==> config.mk <==
export PLATFORM = sky130hd
export DESIGN_NAME = pwm_multi
export DESIGN_NICKNAME = d
export VERILOG_FILES = /design/src/rtl/pwm_multi_pkg.sv /design/src/rtl/pwm_multi_channel.sv /design/src/rtl/pwm_multi.sv
export SDC_FILE = /design/constraint.sdc
export NUM_CORES = 1
export LEC_CHECK = 0
export ABC_CLOCK_PERIOD_IN_PS = 14800
export CAP_MARGIN = 10
export CORE_MARGIN = 5
export CORE_UTILIZATION = 60
export DETAILED_ROUTE_END_ITERATION = 8
export GPL_ROUTABILITY_DRIVEN = 0
export GPL_TIMING_DRIVEN = 0
export PLACE_DENSITY = 0.88
export SLEW_MARGIN = 20
export SYNTH_ARGS = -nofsm -noshare
export SYNTH_HDL_FRONTEND = slang
export SYNTH_SLANG_ARGS = --single-unit
==> constraint.sdc <==
create_clock -name clk -period 14.8 [get_ports clk]
set_input_delay 1.48 -clock clk [delete_from_list [all_inputs] [get_ports clk]]
set_output_delay 1.48 -clock clk [all_outputs]
set_load 0.01 [all_outputs]
==> src/rtl/pwm_multi_pkg.sv <==
// Shared definitions for the multi-channel PWM generator: duty word format,
// clock and PWM frequency constants, the derived reset period, and the
// saturating magnitude helper used by each channel's compare.
package pwm_pkg;

    // Duty word width; the sign bit selects the bridge direction.
    localparam int DUTY_W = 24;

    // System clock and nominal PWM carrier frequency.
    localparam int CLK_FREQ = 32_000_000;
    localparam int PWM_FREQ = 20_000;

    // Carrier period in clock cycles that the block comes out of reset with.
    localparam int DEFAULT_PERIOD = CLK_FREQ / PWM_FREQ;

    // Signed duty: magnitude in clock cycles, negative means reverse drive.
    typedef logic signed [DUTY_W-1:0] duty_t;

    // Unsigned magnitude of a duty word.
    typedef logic [DUTY_W-1:0] mag_t;

    // Largest magnitude representable; the most negative duty saturates here.
    localparam mag_t MAG_MAX = mag_t'((2 ** (DUTY_W - 1)) - 1);

    // Most negative duty word, the one value whose negation overflows.
    localparam duty_t DUTY_MOST_NEG = duty_t'({1'b1, {(DUTY_W - 1){1'b0}}});

    // Absolute value of a duty word, saturating the most negative value so
    // that full reverse drive behaves like full forward drive.
    function automatic mag_t abs_sat(input duty_t duty);
        mag_t result;
        if (duty == DUTY_MOST_NEG) begin
            result = MAG_MAX;
        end else if (duty[DUTY_W-1]) begin
            result = mag_t'(-duty);
        end else begin
            result = mag_t'(duty);
        end
        return result;
    endfunction

endpackage

==> src/rtl/pwm_multi_channel.sv <==
// One PWM channel of pwm_multi. Holds the pending and active duty words,
// compares the shared period counter against the active magnitude, and
// drives the registered PWM and direction outputs.
// Optional feature macro: PWM_DIR_DEADTIME_EN. When defined, a period that
// starts with a reversed duty sign keeps the output low for DEADTIME cycles
// (never longer than that period) so both bridge legs are off while the
// direction pin settles. When undefined, DEADTIME has no effect.
module pwm_channel
    import pwm_pkg::*;
#(
    parameter int CNT_W    = 16,
    parameter int DEADTIME = 32
) (
    input  logic             clk,
    input  logic             reset,
    input  logic [CNT_W-1:0] cnt,
    input  logic             wrap,
    input  logic [CNT_W-1:0] per_act,
    input  logic             wr_sel,
    input  duty_t            wr_duty,
    output logic             pwm_out,
    output logic             dir
);

    // The compare runs at the wider of the counter and duty widths so a
    // magnitude larger than any period is never truncated into a small one.
    localparam int CMP_W = (CNT_W > DUTY_W) ? CNT_W : DUTY_W;

    duty_t            duty_pend;
    duty_t            duty_act;
    mag_t             mag;
    logic [CMP_W-1:0] cnt_ext;
    logic [CMP_W-1:0] mag_ext;
    logic             cmp_high;
    logic             force_low;
    logic             unused_per_act;

    assign mag      = abs_sat(duty_act);
    assign cnt_ext  = CMP_W'(cnt);
    assign mag_ext  = CMP_W'(mag);
    assign cmp_high = (cnt_ext < mag_ext);

    // The dead-time window is cut off by the wrap clear below, so the
    // channel never needs the period length itself.
    assign unused_per_act = ^per_act;

    // Pending duty takes every write; active duty copies pending at wrap so
    // a new duty only shows up from the start of the next period.
    always_ff @(posedge clk or posedge reset) begin
        if (reset) begin
            duty_pend <= '0;
            duty_act  <= '0;
        end else begin
            if (wr_sel) begin
                duty_pend <= wr_duty;
            end
            if (wrap) begin
                duty_act <= duty_pend;
            end
        end
    end

`ifdef PWM_DIR_DEADTIME_EN
    localparam longint DT_MAX = (longint'(1) << CNT_W) - 1;
    localparam logic [CNT_W-1:0] DT_LOAD =
        (longint'(DEADTIME) > DT_MAX) ? '1 : CNT_W'(DEADTIME);

    logic [CNT_W-1:0] dt_cnt;
    logic             sign_change;

    assign sign_change = (duty_pend[DUTY_W-1] != duty_act[DUTY_W-1]);
    assign force_low   = (dt_cnt != '0);

    // Dead-time down-counter: armed at a wrap that reverses the sign, and
    // cleared at every other wrap so a window longer than a short period
    // can never leak into the following one.
    always_ff @(posedge clk or posedge reset) begin
        if (reset) begin
            dt_cnt <= '0;
        end else if (wrap) begin
            dt_cnt <= sign_change ? DT_LOAD : '0;
        end else if (dt_cnt != '0) begin
            dt_cnt <= dt_cnt - CNT_W'(1);
        end
    end
`else
    logic unused_deadtime;

    assign force_low       = 1'b0;
    assign unused_deadtime = (DEADTIME != 0);
`endif

    // Registered outputs: the compare result (masked during dead time) and
    // the sign of the active duty, both one cycle behind the counter.
    always_ff @(posedge clk or posedge reset) begin
        if (reset) begin
            pwm_out <= 1'b0;
            dir     <= 1'b0;
        end else begin
            pwm_out <= cmp_high && !force_low;
            dir     <= duty_act[DUTY_W-1];
        end
    end

endmodule

==> src/rtl/pwm_multi.sv <==
// Multi-channel PWM generator for the motor-driver path. A single period
// counter is shared by CHANNELS signed-duty channels; duty and period
// writes are double-buffered and only take effect when the counter wraps,
// so the H-bridge never sees a truncated or stretched pulse.
// Optional feature macro: PWM_DIR_DEADTIME_EN (dead time on direction
// reversal, implemented inside pwm_channel).
module pwm_multi
    import pwm_pkg::*;
#(
    parameter int CHANNELS       = 4,
    parameter int CNT_W          = 16,
    parameter int DEFAULT_PERIOD = pwm_pkg::DEFAULT_PERIOD,
    parameter int DEADTIME       = 32,
    localparam int CH_W          = (CHANNELS > 1) ? $clog2(CHANNELS) : 1
) (
    input  logic                clk,
    input  logic                reset,
    input  logic                wr_en,
    input  logic [CH_W-1:0]     wr_ch,
    input  duty_t               wr_duty,
    input  logic                per_we,
    input  logic [CNT_W-1:0]    per_val,
    output logic [CHANNELS-1:0] pwm_out,
    output logic [CHANNELS-1:0] dir,
    output logic                period_start
);

    // Shortest legal period; anything smaller is clamped up to this.
    localparam logic [CNT_W-1:0] PER_MIN   = CNT_W'(2);
    localparam logic [CNT_W-1:0] PER_RESET = CNT_W'(DEFAULT_PERIOD);

    logic [CNT_W-1:0]    cnt;
    logic [CNT_W-1:0]    per_act;
    logic [CNT_W-1:0]    per_pend;
    logic                wrap;
    logic [31:0]         wr_ch_ext;
    logic [CHANNELS-1:0] wr_sel;

    assign wrap      = (cnt == (per_act - CNT_W'(1)));
    assign wr_ch_ext = 32'(wr_ch);

    // Shared period counter: runs 0 .. per_act-1 and wraps. per_act only
    // changes at the wrap, so a shortened period can never be overrun.
    always_ff @(posedge clk or posedge reset) begin
        if (reset) begin
            cnt <= '0;
        end else if (wrap) begin
            cnt <= '0;
        end else begin
            cnt <= cnt + CNT_W'(1);
        end
    end

    // Period shadow registers: writes land in pending (clamped to the
    // minimum) and the active period picks them up at the wrap.
    always_ff @(posedge clk or posedge reset) begin
        if (reset) begin
            per_pend <= PER_RESET;
            per_act  <= PER_RESET;
        end else begin
            if (per_we) begin
                per_pend <= (per_val < PER_MIN) ? PER_MIN : per_val;
            end
            if (wrap) begin
                per_act <= per_pend;
            end
        end
    end

    // Period marker, registered so it lines up with the first output cycle
    // of each period.
    always_ff @(posedge clk or posedge reset) begin
        if (reset) begin
            period_start <= 1'b0;
        end else begin
            period_start <= (cnt == '0);
        end
    end

    // Duty write decode: one-hot select of the addressed channel; an index
    // beyond the last channel selects nothing and the write is dropped.
    always_comb begin
        wr_sel = '0;
        for (int i = 0; i < CHANNELS; i++) begin
            if (wr_en && (wr_ch_ext == 32'(i))) begin
                wr_sel[i] = 1'b1;
            end
        end
    end

    for (genvar i = 0; i < CHANNELS; i++) begin : g_ch
        pwm_channel #(
            .CNT_W    (CNT_W),
            .DEADTIME (DEADTIME)
        ) u_channel (
            .clk     (clk),
            .reset   (reset),
            .cnt     (cnt),
            .wrap    (wrap),
            .per_act (per_act),
            .wr_sel  (wr_sel[i]),
            .wr_duty (wr_duty),
            .pwm_out (pwm_out[i]),
            .dir     (dir[i])
        );
    end

endmodule

; Word-level counts from Yosys, hierarchy flattened
; Index checks and enable logic that the tools add are counted.
[op_classes]
muxes = 14
n_eq_ne = 8
n_addsub = 6
order_cmp = 5
n_reduce_logical = 6
[ops]
columns = cell, n
row1 = 24-bit two-way mux, 8
row2 = "24-bit == test, second input constant", 4
row3 = 16-bit by 24-bit < comparator with 1-bit output, 4
row4 = 24-bit negation, 4
row5 = 32-bit logical NOT, 1
row6 = 16-bit two-way mux, 2
row7 = "16-bit by 1-bit adder with 16-bit output, second input constant", 1
row8 = 16-bit == test, 1
row9 = 16-bit logical NOT, 1
row10 = "16-bit by 2-bit < comparator with 1-bit output, second input constant", 1
row11 = "16-bit by 1-bit subtractor with 16-bit output, second input constant", 1
row12 = "2-bit == test, second input constant", 2
row13 = 1-bit logical AND, 4
row14 = 1-bit two-way mux, 4
row15 = "2-bit by 1-bit == test with 1-bit output, second input constant", 1
[word_totals]
ff_bits = 249
wordCells = 59
inputBits = 46
output_inout_bits = 9

; Depth between registers and ports, before layout
[logic_depth]
ltp_word = 4
mapped_depth = 15
ltp_nobuf = 15

; By module
; A second synthesis with hierarchy kept.
[unflattened]
cells_unflattened = 1282
area_unflattened_um2 = 14243.7
[by_module_without_submodules]
columns = mod, instances, seq_area_each_um2, cells_each, area_each_um2
row1 = pwm_channel, 4, 1251.2, 262, 2897.8
row2 = pwm_multi, 1, 1233.7, 234, 2652.5

; Worst setup path before layout
; No wires, ideal clock.
[synth_path]
path_type = reg-to-reg
start = register g_ch[0].u_channel.duty_act[11]
end = register g_ch[0].u_channel.pwm_out
required_ns = 14.662
setup_ns = 0.138
n_path_buf = 1
arrival_time_ns = 3.314
path_slack_ns = 11.348
path_stages_with_launch = 12
period_less_slack_ns = 3.452
path_cell_list = dfrtp_1 -> or4_1 -> or4_1 -> nor4_2 -> buf_2 -> nor2_1 -> ha_1 -> nand4_1 -> nor4_1 -> nand4_1 -> nand3_1 -> nand4_1
[synth_via]
elab_chain_len = 4
word_cells_on_any_way = 5
cone_classes = add/sub (1) / order compare (1) / eq/ne (1) / mux (2)
[synth_lines]
columns = item, line
row1 = start: declaration, pwm_multi_channel.sv:30  ; duty_t duty_act;
row2 = start signal: assignment, pwm_multi_channel.sv:58  ; duty_act <= duty_pend;
row3 = 24-bit negation, pwm_multi_pkg.sv:35  ; result = mag_t'(-duty);
row4 = 24-bit two-way mux, pwm_multi_pkg.sv:34  ; end else if (duty[DUTY_W-1]) begin
row5 = 24-bit two-way mux (*), pwm_multi_pkg.sv:32  ; if (duty == DUTY_MOST_NEG) begin
row6 = 16-bit by 24-bit < comparator with 1-bit output (*), pwm_multi_channel.sv:41  ; assign cmp_high = (cnt_ext < mag_ext);
row7 = net g_ch[0].u_channel.cmp_high, pwm_multi_channel.sv:34  ; logic cmp_high;
row8 = end signal: assignment, pwm_multi_channel.sv:100  ; pwm_out <= cmp_high && !force_low;
row9 = end: declaration, pwm_multi_channel.sv:21  ; output logic pwm_out,
; Mark *: on every way through the listed nets, which the timed path passes. The rest lies on a longest branch.
; A chain may end at the register's enable or synchronous reset.

; Worst setup path in the final report
[layout_path]
start = register g_ch[1].u_channel.duty_act[4]
end = register g_ch[1].u_channel.pwm_out
[layout_via]
elab_chain_len = 4
word_cells_on_any_way = 5
cone_classes = add/sub (1) / order compare (1) / eq/ne (1) / mux (2)
[layout_lines]
columns = item, line
row1 = start: declaration, pwm_multi_channel.sv:30
row2 = start signal: assignment, pwm_multi_channel.sv:58
row3 = 24-bit negation, pwm_multi_pkg.sv:35
row4 = 24-bit two-way mux, pwm_multi_pkg.sv:34
row5 = 24-bit two-way mux (*), pwm_multi_pkg.sv:32
row6 = 16-bit by 24-bit < comparator with 1-bit output (*), pwm_multi_channel.sv:41
row7 = net g_ch[1].u_channel.cmp_high, pwm_multi_channel.sv:34
row8 = end signal: assignment, pwm_multi_channel.sv:100
row9 = end: declaration, pwm_multi_channel.sv:21
; Marked as above.

==> impl_metrics.py <==
metrics = {
    "status": {
        "status": "completed",
    },
    "min_path": {
        "hold_class": "reg2reg",
    },
    "clocking": {
        "clkLatencyLatePin_ns": 0.54,
        "cts_buffer_depth": 3,
        "clockRootBuffer": "clkbuf_16",
        "cts_buffers": 27,
        "ctsHtreeMaxLevel": 1,
        "cts_resized": 0,
        "cts.clk_slew.worst_paths_ns": 0.07,
        "cts_tree": "built",
        "postCtsSetupRepairBufs": 0,
        "cts-hold-fix-buffers": 0,
        "clock-sinks": 249,
    },
    "logic_synthesis": {
        "yosysTopAreaCellShare_pct": 43.2,
        "yosysSeqAreaShare_pct": 44.3,
        "async_flop_share_pct": 100,
        "synth_top_area_cell": "dfrtp_1",
        "ys_warn_count": 0,
        "synthTopCellsByArea": "dfrtp_1, mux2_4, mux2_2, ha_1, xnor2_1",
        "synth_nets": 1300,
        "syn-instance-count": 1187,
        "syn-cell-area_mm2": 0.0141,
        "ys_seq_elements": 249,
        "avgSynthCellArea_um2": 11.9,
        "ys_types": 66,
        "synth_edf_count": 0,
        "ys.flop_type": "dfrtp_1",
    },
    "worst_setup_path": {
        "cp.required_ns": 15.22,
        "startpoint": "g_ch[1].u_channel.duty_act[4]$_DFFE_PP0N_",
        "rrSetupSlack_ns": 10.68,
        "cp-start-kind": "flip-flop",
        "path_class": "reg2reg",
        "crit_arrival_ns": 4.54,
        "cp-end-kind": "flip-flop",
        "cp-endpoint": "g_ch[1].u_channel.pwm_out$_DFF_PP0_",
        "reg2reg_depth": 14,
        "critPathMaxFanout": 10,
        "reg2reg_from": "g_ch[1].u_channel.duty_act[4]$_DFFE_PP0N_",
        "reg2reg_to": "g_ch[1].u_channel.pwm_out$_DFF_PP0_",
    },
    "power_and_ir_drop": {
        "comb_power_share_pct": 6.6,
        "seqPwrFrac_pct": 50.2,
        "peakVddDrop_uv": 115,
        "p_leak_nw": 7.19,
        "power.density_mw_per_mm2": 96.5,
        "switching_share_pct": 23.1,
        "net-switching-power_mw": 0.355,
        "p_int_mw": 1.18,
        "pwr-share-clk_pct": 43.2,
    },
    "drt": {
        "routed_wl_um": 33700,
        "dr.pass1.iters": 5,
        "drtIter0Drc": 675,
        "vias": 9938,
        "route.detailed.drc": 0,
        "viasPerCell": 6.17,
        "routedWlPerCell_um": 20.9,
        "detail-route-antenna-nets": 0,
    },
    "die": {
        "io_pins": 55,
        "core_mm2": 0.0233,
        "start_util_pct": 60.5,
        "fp.dieH_um": 163,
        "die_w_um": 163,
        "rows": 56,
        "dieArea_mm2": 0.0266,
    },
    "final_layout": {
        "final_common_cell": "dfrtp_1",
        "final_cells": 1610,
        "layout_common_cells": "dfrtp_1, mux2_2, nor2_1",
        "layout-drive-gt1-share_pct": 24.3,
        "area_delta_synth_final_pct": 13.3,
        "final_area_mm2": 0.0160,
        "final_nets": 1384,
        "antenna_cells": 0,
    },
    "place": {
        "dp_hpwl_um": 24000,
        "dpl.cell_count": 1561,
        "placed_area_mm2": 0.0151,
        "portBuffers": 53,
    },
    "timing": {
        "fin_crit_sh_pct": 27.8,
        "drv_slew": 0,
        "hold_viol": 0,
        "fmax_mhz": 243,
        "setup_viol_count_final": 0,
        "relSlewSlack_pct": 30.5,
        "worstMarginPinSlew_ns": 1.03,
        "final.setup.tns_ns": 0,
        "clock_skew_ns": 0.0139,
        "fin_crit_ns": 4.12,
        "rsz0062_at_grt": "no",
    },
    "grt": {
        "grt_pass1_wl_um": 54600,
        "overflow": 0,
        "antenna_found_initial": 0,
        "track_usage_pct": 25.9,
        "grt_max_degree": 114,
        "grt_pass1_vias": 10212,
    },
    "run": {
        "drv_cap": 0,
    },
}
[worst min-delay path by stage]
stage	start	end	slack, ns	cells after the start
floorplan	g_ch[1].u_channel.duty_act[23]$_DFFE_PP0N_	g_ch[1].u_channel.dir$_DFF_PP0_	0.35	0
global route	g_ch[3].u_channel.duty_act[23]$_DFFE_PP0N_	g_ch[3].u_channel.dir$_DFF_PP0_	0.39	0
finish	g_ch[3].u_channel.duty_act[23]$_DFFE_PP0N_	g_ch[3].u_channel.dir$_DFF_PP0_	0.38	0
global placement	g_ch[3].u_channel.duty_act[23]$_DFFE_PP0N_	g_ch[3].u_channel.dir$_DFF_PP0_	0.37	0
CTS	g_ch[3].u_channel.duty_act[23]$_DFFE_PP0N_	g_ch[3].u_channel.dir$_DFF_PP0_	0.38	0
detailed placement	g_ch[3].u_channel.duty_act[23]$_DFFE_PP0N_	g_ch[3].u_channel.dir$_DFF_PP0_	0.37	0
[registers in the layout, indices dropped and copies added, names as in the netlist]
name / count
per_pend: 16
g_ch.u_channel.dir: 4
period_start: 1
per_act: 16
g_ch.u_channel.duty_act: 96
cnt: 16
g_ch.u_channel.pwm_out: 4
g_ch.u_channel.duty_pend: 96
[critical path, stage by stage, from the launching register on]
cell      delay, ns
dfrtp_1        0.45
nor4_1         0.51
nand3_1        0.40
nor2_1         0.32
and3_1         0.25
clkbuf_1       0.29
clkbuf_1       0.38
nor2_1         0.10
ha_1           0.31
a21oi_1        0.08
nor2b_1        0.18
nor2_1         0.06
a211oi_1       0.19
a21oi_1        0.14
a211o_1        0.32
[logic make-up (layout without fill, tap and decap cells)]
family          after synthesis  after routing  synth area share, %
compound gates              154            154                 7.40
mux                         231            231                 21.1
simple gates                317            317                 11.8
flops                       249            249                 44.3
buf+inv                      77            181                 3.76
fa+ha+maj                    67             67                 5.96
xor+xnor                     92             92                 5.72
[power groups by stage]
stage / registers [mW] / logic, mW / clock network (mW)
after CTS: 0.773 / 0.103 / 0.674
after floorplan: 0.766 / 0.0667 / 0
after global placement: 0.778 / 0.0923 / 0
after detailed placement: 0.784 / 0.101 / 0
after global routing: 0.778 / 0.111 / 0.706
final: 0.773 / 0.101 / 0.666
[synthesized netlist by cell type, types with 13 or more instances]
| cell | n |
|---|---|
| nand2_1 | 44 |
| nor3_1 | 22 |
| a21o_1 | 14 |
| o31ai_1 | 18 |
| nand2b_1 | 13 |
| inv_1 | 21 |
| ha_1 | 67 |
| mux2_4 | 100 |
| xnor2_1 | 74 |
| clkbuf_1 | 32 |
| o21ai_0 | 35 |
| a21oi_1 | 22 |
| dfrtp_1 | 243 |
| nor2_1 | 109 |
| nor4_1 | 23 |
| xor2_1 | 18 |
| a211oi_1 | 15 |
| mux2_2 | 122 |
| nand4_1 | 22 |
| nand3_1 | 21 |
[per-layer routing]
metal | vias to the layer above | GRT usage, % | part of all wire (%)
met3 | 101 | 4.24 | 6.7
met2 | 400 | 43.5 | 49
met4 | 0 | 11.2 | 4.4
met5 | - | 0 | 0
met1 | 4943 | 33.2 | 40
li1 | 4494 | - | -
[through the flow]
step / util, % / hold WS, ns / power (mW) / setup WS, ns
after global routing: 68.6 / 0.393 / 1.59 / 10.36
after global placement: 64.5 / 0.365 / 0.870 / 3.87
final: 68.6 / 0.383 / 1.54 / 10.68
after floorplan: - / 0.352 / 0.833 / 6.49
after detailed placement: 64.8 / 0.369 / 0.885 / 10.67
after CTS: 68.6 / 0.384 / 1.55 / 10.66
[final cells by class]
| cell class | count | area (µm²) |
|---|---|---|
| plain buffers | 56 | 450 |
| clock buffers | 37 | 753 |
| clock inverters | 12 | 126 |
| fillers | 1581 | 7310 |
| inverters | 21 | 86.3 |
| multi-input cells | 861 | 7310 |
| flip-flops and latches | 249 | 6240 |
| well taps | 319 | 399 |
| repair buffers | 55 | 586 |
(Power assumes the default switching activity.)
